### src/rtl/priority_arbiter_rr.sv
// Purpose: N-way request encoder with run-time fixed-priority or round-robin arbitration.
// Latency: 1 cycle from the sampled request vector to out_valid/dout/grant.
// Backpressure: result holds while out_valid & ~out_ready; din and mode are only sampled on load.
module priority_arbiter_rr #(
  parameter int N = 8,
  parameter int W = $clog2(N)
) (
  input  logic         clk,
  input  logic         rst,
  input  logic [N-1:0] din,
  input  logic         mode,
  input  logic         out_ready,
  output logic         out_valid,
  output logic [W-1:0] dout,
  output logic [N-1:0] grant,
  output logic         zero,
  output logic [W-1:0] ptr
);

  localparam logic [W-1:0] LAST = W'(N - 1);

  logic         load;
  logic         accept;
  logic         rr_q;       // the result currently presented was decided in round-robin mode
  logic [W-1:0] ptr_nxt;
  logic [W-1:0] base;       // index holding highest priority for this decision
  logic [W-1:0] sh;
  logic [N-1:0] rot;
  logic [W-1:0] hi;
  logic [W:0]   sum;
  logic [W-1:0] win;
  logic         any;
  logic [N-1:0] grant_nxt;

  assign load   = ~out_valid | out_ready;
  assign accept = out_valid & out_ready;
  assign any    = |din;

  // Pointer advance on an accepted round-robin grant; the new decision made
  // on the same edge already sees the advanced pointer so grants keep rotating.
  always_comb begin
    ptr_nxt = ptr;
    if (accept && rr_q) begin
      ptr_nxt = (dout == '0) ? LAST : dout - W'(1);
    end
  end

  // Rotate the request so the highest-priority index lands on bit N-1, pick
  // the top set bit, then rotate the index back. Fixed mode is the
  // degenerate case of a pointer parked at N-1 (no rotation).
  always_comb begin
    base = mode ? ptr_nxt : LAST;
    sh   = LAST - base;
    rot  = N'(({din, din} << sh) >> N);
    hi   = '0;
    for (int i = 0; i < N; i++) begin
      if (rot[i]) hi = W'(i);
    end
    sum = {1'b0, hi} + {1'b0, base} + (W+1)'(1);
    win = (sum >= (W+1)'(N)) ? W'(sum - (W+1)'(N)) : sum[W-1:0];
    grant_nxt = any ? (N'(1) << win) : '0;
  end

  // Output register: reset beats load; without load everything holds.
  always_ff @(posedge clk) begin
    if (rst) begin
      out_valid <= 1'b0;
      dout      <= '0;
      grant     <= '0;
      zero      <= 1'b1;
      ptr       <= LAST;
      rr_q      <= 1'b0;
    end else begin
      ptr <= ptr_nxt;
      if (load) begin
        out_valid <= any;
        zero      <= ~any;
        dout      <= any ? win : '0;
        grant     <= grant_nxt;
        rr_q      <= mode & any;
      end
    end
  end

endmodule
### config.mk
export PLATFORM = sky130hd
export DESIGN_NAME = priority_arbiter_rr
export DESIGN_NICKNAME = d
export VERILOG_FILES = /design/src/rtl/priority_arbiter_rr.sv
export SDC_FILE = /design/constraint.sdc
export NUM_CORES = 1
export LEC_CHECK = 0
export ABC_CLOCK_PERIOD_IN_PS = 5900
export BUFFER_PORTS_ARGS = -buffer_cell sky130_fd_sc_hd__buf_2
export CORE_ASPECT_RATIO = 1.4
export CORE_UTILIZATION = 45
export CTS_CLUSTER_SIZE = 12
export DETAILED_ROUTE_END_ITERATION = 7
export PLACE_DENSITY_LB_ADDON = 0.08
export SLEW_MARGIN = 20
export SYNTH_ARGS = -nofsm -noshare
export SYNTH_HDL_FRONTEND = slang
export SYNTH_SLANG_ARGS = --single-unit
export TNS_END_PERCENT = 100
### constraint.sdc
create_clock -name clk -period 5.9 [get_ports clk]
set_input_delay 0.885 -clock clk [delete_from_list [all_inputs] [get_ports clk]]
set_output_delay 0.885 -clock clk [all_outputs]
set_load 0.05 [all_outputs]
## Word-level counts from Yosys, hierarchy flattened

Index checks and enable logic that the tools add are counted.

| word-level totals | value |
|---|---|
| register bits | 17 |
| output and inout port bits | 16 |
| word-level logic and storage cells | 35 |

| cells by class | value |
|---|---|
| $add $sub $neg | 5 |
| magnitude comparators | 1 |
| shift operators | 2 |
| multiplexer cells | 13 |
| bitwise logic cells | 5 |
| reductions and logical operators | 3 |

Operator list:

| kind | count |
|---|---|
| 3-bit two-way mux | 11 |
| 16-bit by 3-bit << shifter with 16-bit output | 1 |
| 8-bit two-way mux | 1 |
| 8-bit OR reduction | 1 |
| 1-bit by 3-bit << shifter with 8-bit output, first input constant | 1 |
| 3-bit by 1-bit subtractor with 3-bit output, second input constant | 2 |
| 3-bit by 3-bit adder with 4-bit output | 1 |
| 4-bit by 1-bit adder with 4-bit output, second input constant | 1 |
| 4-bit >= comparator, second input constant | 1 |
| 3-bit logical NOT | 1 |
| 3-bit subtractor, first input constant | 1 |
| 1-bit bitwise AND | 2 |
| 1-bit NOT | 2 |
| 1-bit logical AND | 1 |
| 1-bit two-way mux | 1 |
| 1-bit bitwise OR | 1 |

## Longest topological paths before layout

Gate-level depths: netlist of run 1.

| depth | value |
|---|---|
| word-level depth | 19 |
| mapped depth | 16 |

## Worst setup path after synthesis of run 1

Ideal clock, no wire load.

| timing | value |
|---|---|
| path type | reg-to-reg |
| start point | reg dout[0] |
| end point | reg grant[6] |
| setup time | 0.117 ns |
| arrival | 4.162 ns |
| data required time | 5.783 ns |
| setup slack | 1.621 ns |
| cell stages (with the launch flop) | 17 |
| period minus slack after synthesis | 4.279 ns |
| cells stage by stage | dfxtp_1 inv_1 ha_1 ha_1 nand3b_1 mux2i_1 buf_4 mux4_2 mux2i_1 o211ai_1 and3_1 o21a_1 ha_1 fa_1 xor2_1 xnor2_4 a32o_1 |

| on the way | value |
|---|---|
| longest elaborated chain between the ends | 19 |
| elaborated cells between the ends (all ways) | 21 |

RTL lines:

| item | RTL line | RTL |
|---|---|---|
| from (decl) | 14 | `output logic [W-1:0] dout,` |
| from (signal assigned) | 78 | `dout <= any ? win : '0;` |
| 3-bit by 1-bit subtractor with 3-bit output or 3-bit logical NOT (tied branches) | 44 | `ptr_nxt = (dout == '0) ? LAST : dout - W'(1);` |
| 3-bit two-way mux * | 44 |  |
| 3-bit two-way mux * | 43 | `if (accept && rr_q) begin` |
| 3-bit two-way mux * | 52 | `base = mode ? ptr_nxt : LAST;` |
| 3-bit subtractor | 53 | `sh = LAST - base;` |
| 16-bit by 3-bit << shifter with 16-bit output | 54 | `rot = N'(({din, din} << sh) >> N);` |
| 1-bit two-way mux | 57 | `if (rot[i]) hi = W'(i);` |
| 3-bit two-way mux (6 in a row) | 57 |  |
| 3-bit by 3-bit adder with 4-bit output * | 59 | `sum = {1'b0, hi} + {1'b0, base} + (W+1)'(1);` |
| 4-bit by 1-bit adder with 4-bit output * | 59 |  |
| 4-bit >= comparator or 3-bit by 1-bit subtractor with 3-bit output (tied branches) | 60 | `win = (sum >= (W+1)'(N)) ? W'(sum - (W+1)'(N)) : sum[W-1:0];` |
| 3-bit two-way mux * | 60 |  |
| 1-bit by 3-bit << shifter with 8-bit output * | 61 | `grant_nxt = any ? (N'(1) << win) : '0;` |
| 8-bit two-way mux * | 61 |  |
| to (signal assigned) | 79 | `grant <= grant_nxt;` |
| to (decl) | 15 | `output logic [N-1:0] grant,` |

Mark *: on every way between the ends. The rest lies on a longest branch, timed or not.
A chain may end at the register's enable or synchronous reset.

## Final worst setup path of run 1

| timing | value |
|---|---|
| start point | reg dout[0] |
| end point | reg grant[3] |

Same word-level chain as after synthesis.

==> flow_summary.ini, run 1 <==
[clock_network]
cts_resized = 0
cts_buffer_depth = 2
clock_sinks = 17
tritoncts = done
clk_pin_slew_ns = 0.09
cts_hold_buf = 0
cts_setup_buffers = 0
htree_levels = 1
cts_buffers = 3
clk_latency_ns = 0.28
cts_root_buf = clkbuf_4

[critical_path]
crit-reg2reg-launch = dout[0]
timing.critical_path.to_type = flop
critPathMaxFanout = 9
cp-start-kind = flop
worstPathRequired_ns = 6.07
timing.rr.end = grant[3]
crit_type = flop to flop
cp.arrival_ns = 4.26
r2r_slack_ns = 1.82
worst-r2r-cell-count = 14

[sta]
slew_violations = 0
tns_ns = 0
setup_viol = 0
hold_viol_final = 0
relSlewSlack = 0.6468
fin_skew_ns = 0.007575
post-route-min-period_ns = 4.083
worstMarginPinSlew_ns = 0.5278
max_freq_ghz = 0.2449
rsz0062_at_grt = false
hold_slack_ns = 0.4485
fin_crit_sh = 0.6921

[hold_path]
min_path_type = flop to flop
hold_depth = 2
min_to = grant[2]
holdCritStartpoint = grant[2]

[global_route]
grt_max_degree = 13
grt_pass1_wl_um = 3829
antenna_found_initial = 0
grt_overflow_total = 0
track_usage = 0.1881
grt_pass1_vias = 898

[synthesis]
yosysUniqueCellTypes = 39
synthArstFlopShare = 0
yosysTopAreaCell = dfxtp_1
ys_warn_count = 0
synthCells = 112
synth_top_area_share = 0.2979
synth-main-ff-cell = dfxtp_1
yosys-top-cells-area = dfxtp_1 (30%), mux4_2 (12%), mux2i_1 (11%)
netlist_area_um2 = 1142
synth_edf_count = 0
syn-mean-instance-area_um2 = 10.20
seq_area_frac_synth = 0.2979
synth_nets = 128
ys_ff_latch = 17

[floorplan]
start_util = 0.4778
die_w_um = 44.58
die_area_um2 = 2747
fp-row-count = 21
die_height_um = 61.62
design.core.area_um2 = 2391
ios = 28

[drt]
vias_per_cell = 5.571
drt_iter0_drc = 18
wl_met3_um = 89
dr.pass1.iters = 4
wl_met1_um = 956
post_drt_wl_per_cell_um = 12.89
route.vias.total = 975
wl_um = 2256
drc = 0
wl_met2_um = 1193
top_layer_used = met4
antenna_left = 0

[layout]
area_growth_pct = 17.31
antenna_cells = 0
layout.cells.most_common_list = buf_2 (27), dfxtp_1 (17), mux2i_1 (12), nand2_1 (12)
drive_above_1_share = 0.3191
layout.nets = 158
layout_commonest_cell = buf_2

[place]
dp_hpwl_um = 1814
io_buffers = 27
gp_congestion = 0.7846

[power_and_ir_drop]
cellLeakagePower_nw = 0.6156
power.density_nw_per_um2 = 206.3
peakVddDrop_uv = 126.8

[outcome]
status = finished clean

[run]
cap_violations = 0
[worst max path at each step]
stage / start / endpoint / slack, ns / cells past startpoint
final: dout[0] / grant[3] / 1.82 / 14
after CTS: dout[0] / grant[3] / 1.75 / 14
after global routing: dout[0] / grant[3] / 1.47 / 16
after detailed placement: out_ready / grant[3] / 1.58 / 14
after global placement: out_ready / grant[6] / 1.68 / 14
after floorplan: dout[0] / grant[6] / 1.62 / 16
[worst max-delay path, cell delays in order (launching register included)]
cell     delay (ns)
dfxtp_1        0.41
inv_1          0.06
ha_1           0.19
ha_1           0.27
and4_4         0.21
o21ai_4        0.33
mux4_2         0.57
mux2i_1        0.27
o21ai_0        0.15
o21a_1         0.19
ha_1           0.19
fa_1           0.37
xor2_1         0.35
xnor2_4        0.16
o41ai_1        0.28
[logic make-up (layout without fill, tap and decap cells)]
logic type      after synthesis  after routing  synth area share
compound gates               22             22            0.1566
xor+xnor                      2              2           0.03177
fa+ha+maj                     4              4           0.05039
buf+inv                      11             40           0.03944
flops                        17             17            0.2979
mux                          20             20            0.2585
simple gates                 36             36            0.1654
[per-layer routing]
metal  global-route usage  up-vias
li1                     -      480
met1               0.2182      466
met2               0.3592       27
met3              0.02639        2
met4              0.04329        0
met5                    0        -
[synthesized netlist by cell type, types with 3 or more instances]
cell type / instances
a21oi_1: 4
a22o_1: 3
dfxtp_1: 17
ha_1: 3
inv_1: 8
mux2i_1: 12
mux4_2: 6
nand2_1: 12
nand2b_1: 3
nor2_1: 8
nor3_1: 3
[sequential cells by signal, summed over array words and instances (netlist names)]
register,cells
rr_q,1
zero,1
ptr,3
dout,3
out_valid,1
grant,8
[final cells by class]
cell class	instances	area, um2
Inverter	8	30.03
Clock buffer	3	22.52
Tap cell	34	42.54
Multi-Input combinational cell	84	757.0
Sequential cell	17	340.3
Clock inverter	1	5.005
Fill cell	240	1051
Timing Repair Buffer	28	142.6
[through the flow]
stage,cell area (um2),instances,util,setup WS (ns),total power [W]
6_report,1340,175,0.5604,1.817,0.0002765
4_1_cts,1340,175,0.5604,1.745,0.0002807
5_1_grt,1340,175,0.5604,1.474,0.0002957
3_3_place_gp,1313,171,0.5489,1.676,0.0002177
2_1_floorplan,1142,112,-,1.621,0.0001967
3_5_place_dp,1313,171,0.5489,1.582,0.0002190
[report_power, final]
group	switching, W	internal (W)	total [W]
registers	0.00000516	0.000122	0.000127
clock network	0.0000354	0.0000251	0.0000605
logic	0.0000574	0.0000316	0.0000890
Power figures use the tool's default switching activity.
==> inputs of run 2 (changes only) <==
--- a/config.mk
+++ b/config.mk
@@ -5,7 +5,7 @@
 export SDC_FILE = /design/constraint.sdc
 export NUM_CORES = 1
 export LEC_CHECK = 0
-export ABC_CLOCK_PERIOD_IN_PS = 5900
+export ABC_CLOCK_PERIOD_IN_PS = 4100
 export BUFFER_PORTS_ARGS = -buffer_cell sky130_fd_sc_hd__buf_2
 export CORE_ASPECT_RATIO = 1.4
 export CORE_UTILIZATION = 45
==> constraint.sdc (replaced) <==
create_clock -name clk -period 4.1 [get_ports clk]
set_input_delay 0.615 -clock clk [delete_from_list [all_inputs] [get_ports clk]]
set_output_delay 0.615 -clock clk [all_outputs]
set_load 0.05 [all_outputs]
==> run 2 against run 1 <==
Critical path depth is 1 higher. Non-clock buffer count increased by 6. Utilization is 2.8 points higher. Combinational power increased by 52%. Routed wire length up 8.2%. First-iteration DRC count unchanged. Register-to-register slack lost 1.6 ns. Worst hold slack barely moved. Largest cell class unchanged. Largest power group unchanged.
==> flow_summary.ini, run 2 (synthesis gave the netlist of run 1 again) <==
[clock_network]
cts_root_buf = clkbuf_4
clock_sinks = 17
clk_latency_ns = 0.29
cts_buffers = 3
cts_hold_buf = 0
cts_buffer_depth = 2
tritoncts = done
htree_levels = 1
clk_pin_slew_ns = 0.10

[critical_path]
critPathMaxFanout = 9
crit_path_start = dout[0]
path_depth = 15
timing.critical_path.to_type = flop
cp.arrival_ns = 4.06
worstPathRequired_ns = 4.28
critPathMaxStageDelay_ns = 0.49
crit_buf_inv = 2
cp-start-kind = flop
cp_slowest_cell = mux4_2
crit-reg2reg-launch = dout[0]
cpLargestDelayFamily = adder cells
worst-r2r-cell-count = 15
critPathMostFrequentCell = ha_1
crit_type = flop to flop
path_cells = inv_1, ha_1, ha_1, and4_4, o21ai_4, buf_4, mux4_2, mux2i_1, o21ai_0, o21a_1, ha_1, fa_1, xor2_2, xnor2_4, a32o_1
timing.rr.end = grant[6]
r2r_slack_ns = 0.22

[run]
cap_violations = 0

[layout]
top_regs = grant x8, dout x3, ptr x3
regMostFlops = grant
antenna_cells = 0
layout_commonest_cell = buf_2
area_growth_pct = 23.22
post-route-util = 0.5887
layout.nets = 164
layout.cells.most_common_list = buf_2 (27), dfxtp_1 (15), nand2_1 (12), mux2i_1 (11)
fill_cells = 221
largest_reg_flops = 8
fin_cells = 181
drive_above_1_share = 0.3741

[place]
dp_hpwl_um = 1929
dp.cells = 174
gp_congestion = 0.7883
io_buffers = 27

[floorplan]
ios = 28
start_util = 0.4778
design.core.area_um2 = 2391
die_w_um = 44.58
die_height_um = 61.62
fp-row-count = 21
die_area_um2 = 2747

[power_and_ir_drop]
power.density_nw_per_um2 = 289.2
cellLeakagePower_nw = 0.6394
peakVddDrop_uv = 217.5
power_w = 0.0004071

[hold_path]
min_path_type = flop to flop
min_to = zero
holdCritStartpoint = zero
hold_depth = 2

[global_route]
grt_overflow_total = 0
grt_pass1_wl_um = 4140
grt_pass1_vias = 927
grt_max_degree = 11
track_usage = 0.2029
gr-usage-met1 = 0.2464
gr-usage-met2 = 0.3466
gr-max-usage-layer = met2
use_met3 = 0.04399
antenna_found_initial = 0

[sta]
hold_slack_ns = 0.4489
setup_viol = 0
fin_skew_ns = 0.009996
relSlewSlack = 0.6359
worstMarginPinSlew_ns = 0.5441
fin_crit_sh = 0.9460
post-route-min-period_ns = 3.879
max_freq_ghz = 0.2578
slew_violations = 0
hold_viol_final = 0

[drt]
drc = 0
wl_um = 2442
vias_per_cell = 5.580
route.vias.total = 1010
drt_iter0_drc = 18
antenna_left = 0
dr.pass1.iters = 4
post_drt_wl_per_cell_um = 13.49

[outcome]
status = finished clean
[run 2: changes by cell type in the layout (fill, tap and decap cells not counted)]
cell / change
mux2i_1: -1
mux2i_4: +1
buf_4: +6
xor2_2: +1
xor2_1: -1
dfxtp_1: -2
dfxtp_2: +2
[run 2: layout make-up]
class                           count  area, um2  share of cell area
Sequential cell                    17      342.8              0.2436
Clock buffer                        3      22.52             0.01600
Tap cell                           34      42.54             0.03022
Timing Repair Buffer               34      187.7              0.1333
Multi-Input combinational cell     84      777.0              0.5520
Clock inverter                      1      5.005            0.003556
Inverter                            8      30.03             0.02133
[run 2: tightest hold or removal path: cells and delay by family (launching register included)]
| family | cells | cell delay, ns |
|---|---|---|
| and+or+nand+nor | 2 | 0.09 |
| DFF | 1 | 0.32 |
[run 2: worst max-delay path by stage]
stage	to	slack, ns
2_1_floorplan	grant[6]	0.02
3_3_place_gp	grant[6]	0.18
3_5_place_dp	grant[6]	0.08
4_1_cts	grant[6]	0.05
5_1_grt	grant[7]	-0.003
6_report	grant[6]	0.22
[run 2: through the flow]
stage | setup TNS, ns | area, um2 | setup slack (ns)
floorplan | 0 | 1145 | 0.01893
global placement | 0 | 1338 | 0.1822
detailed placement | 0 | 1338 | 0.08300
CTS | 0 | 1365 | 0.05311
global route | -0.003116 | 1408 | -0.003067
finish | 0 | 1408 | 0.2213
[run 2: repair_timing]
action | in CTS | in global routing
gates resized for setup | 0 | 3
buffers inserted | 0 | 3
hold endpoints to repair | 0 | 0
endpoints found under the setup margin | 0 | 10
[run 2: routing by layer]
layer,vias to the layer above,routed length (um)
li1,491,-
met1,482,1049
met2,32,1241
met3,5,116
met4,0,34
met5,-,0
[run 2: power breakdown]
part	switching, W	internal (W)	leakage [nW]	total (W)
Clock	0.0000524	0.0000363	0.0177	0.0000887
Sequential	0.00000760	0.000176	0.140	0.000183
Combinational	0.0000853	0.0000497	0.482	0.000135
Total	0.000145	0.000262	0.639	0.000407
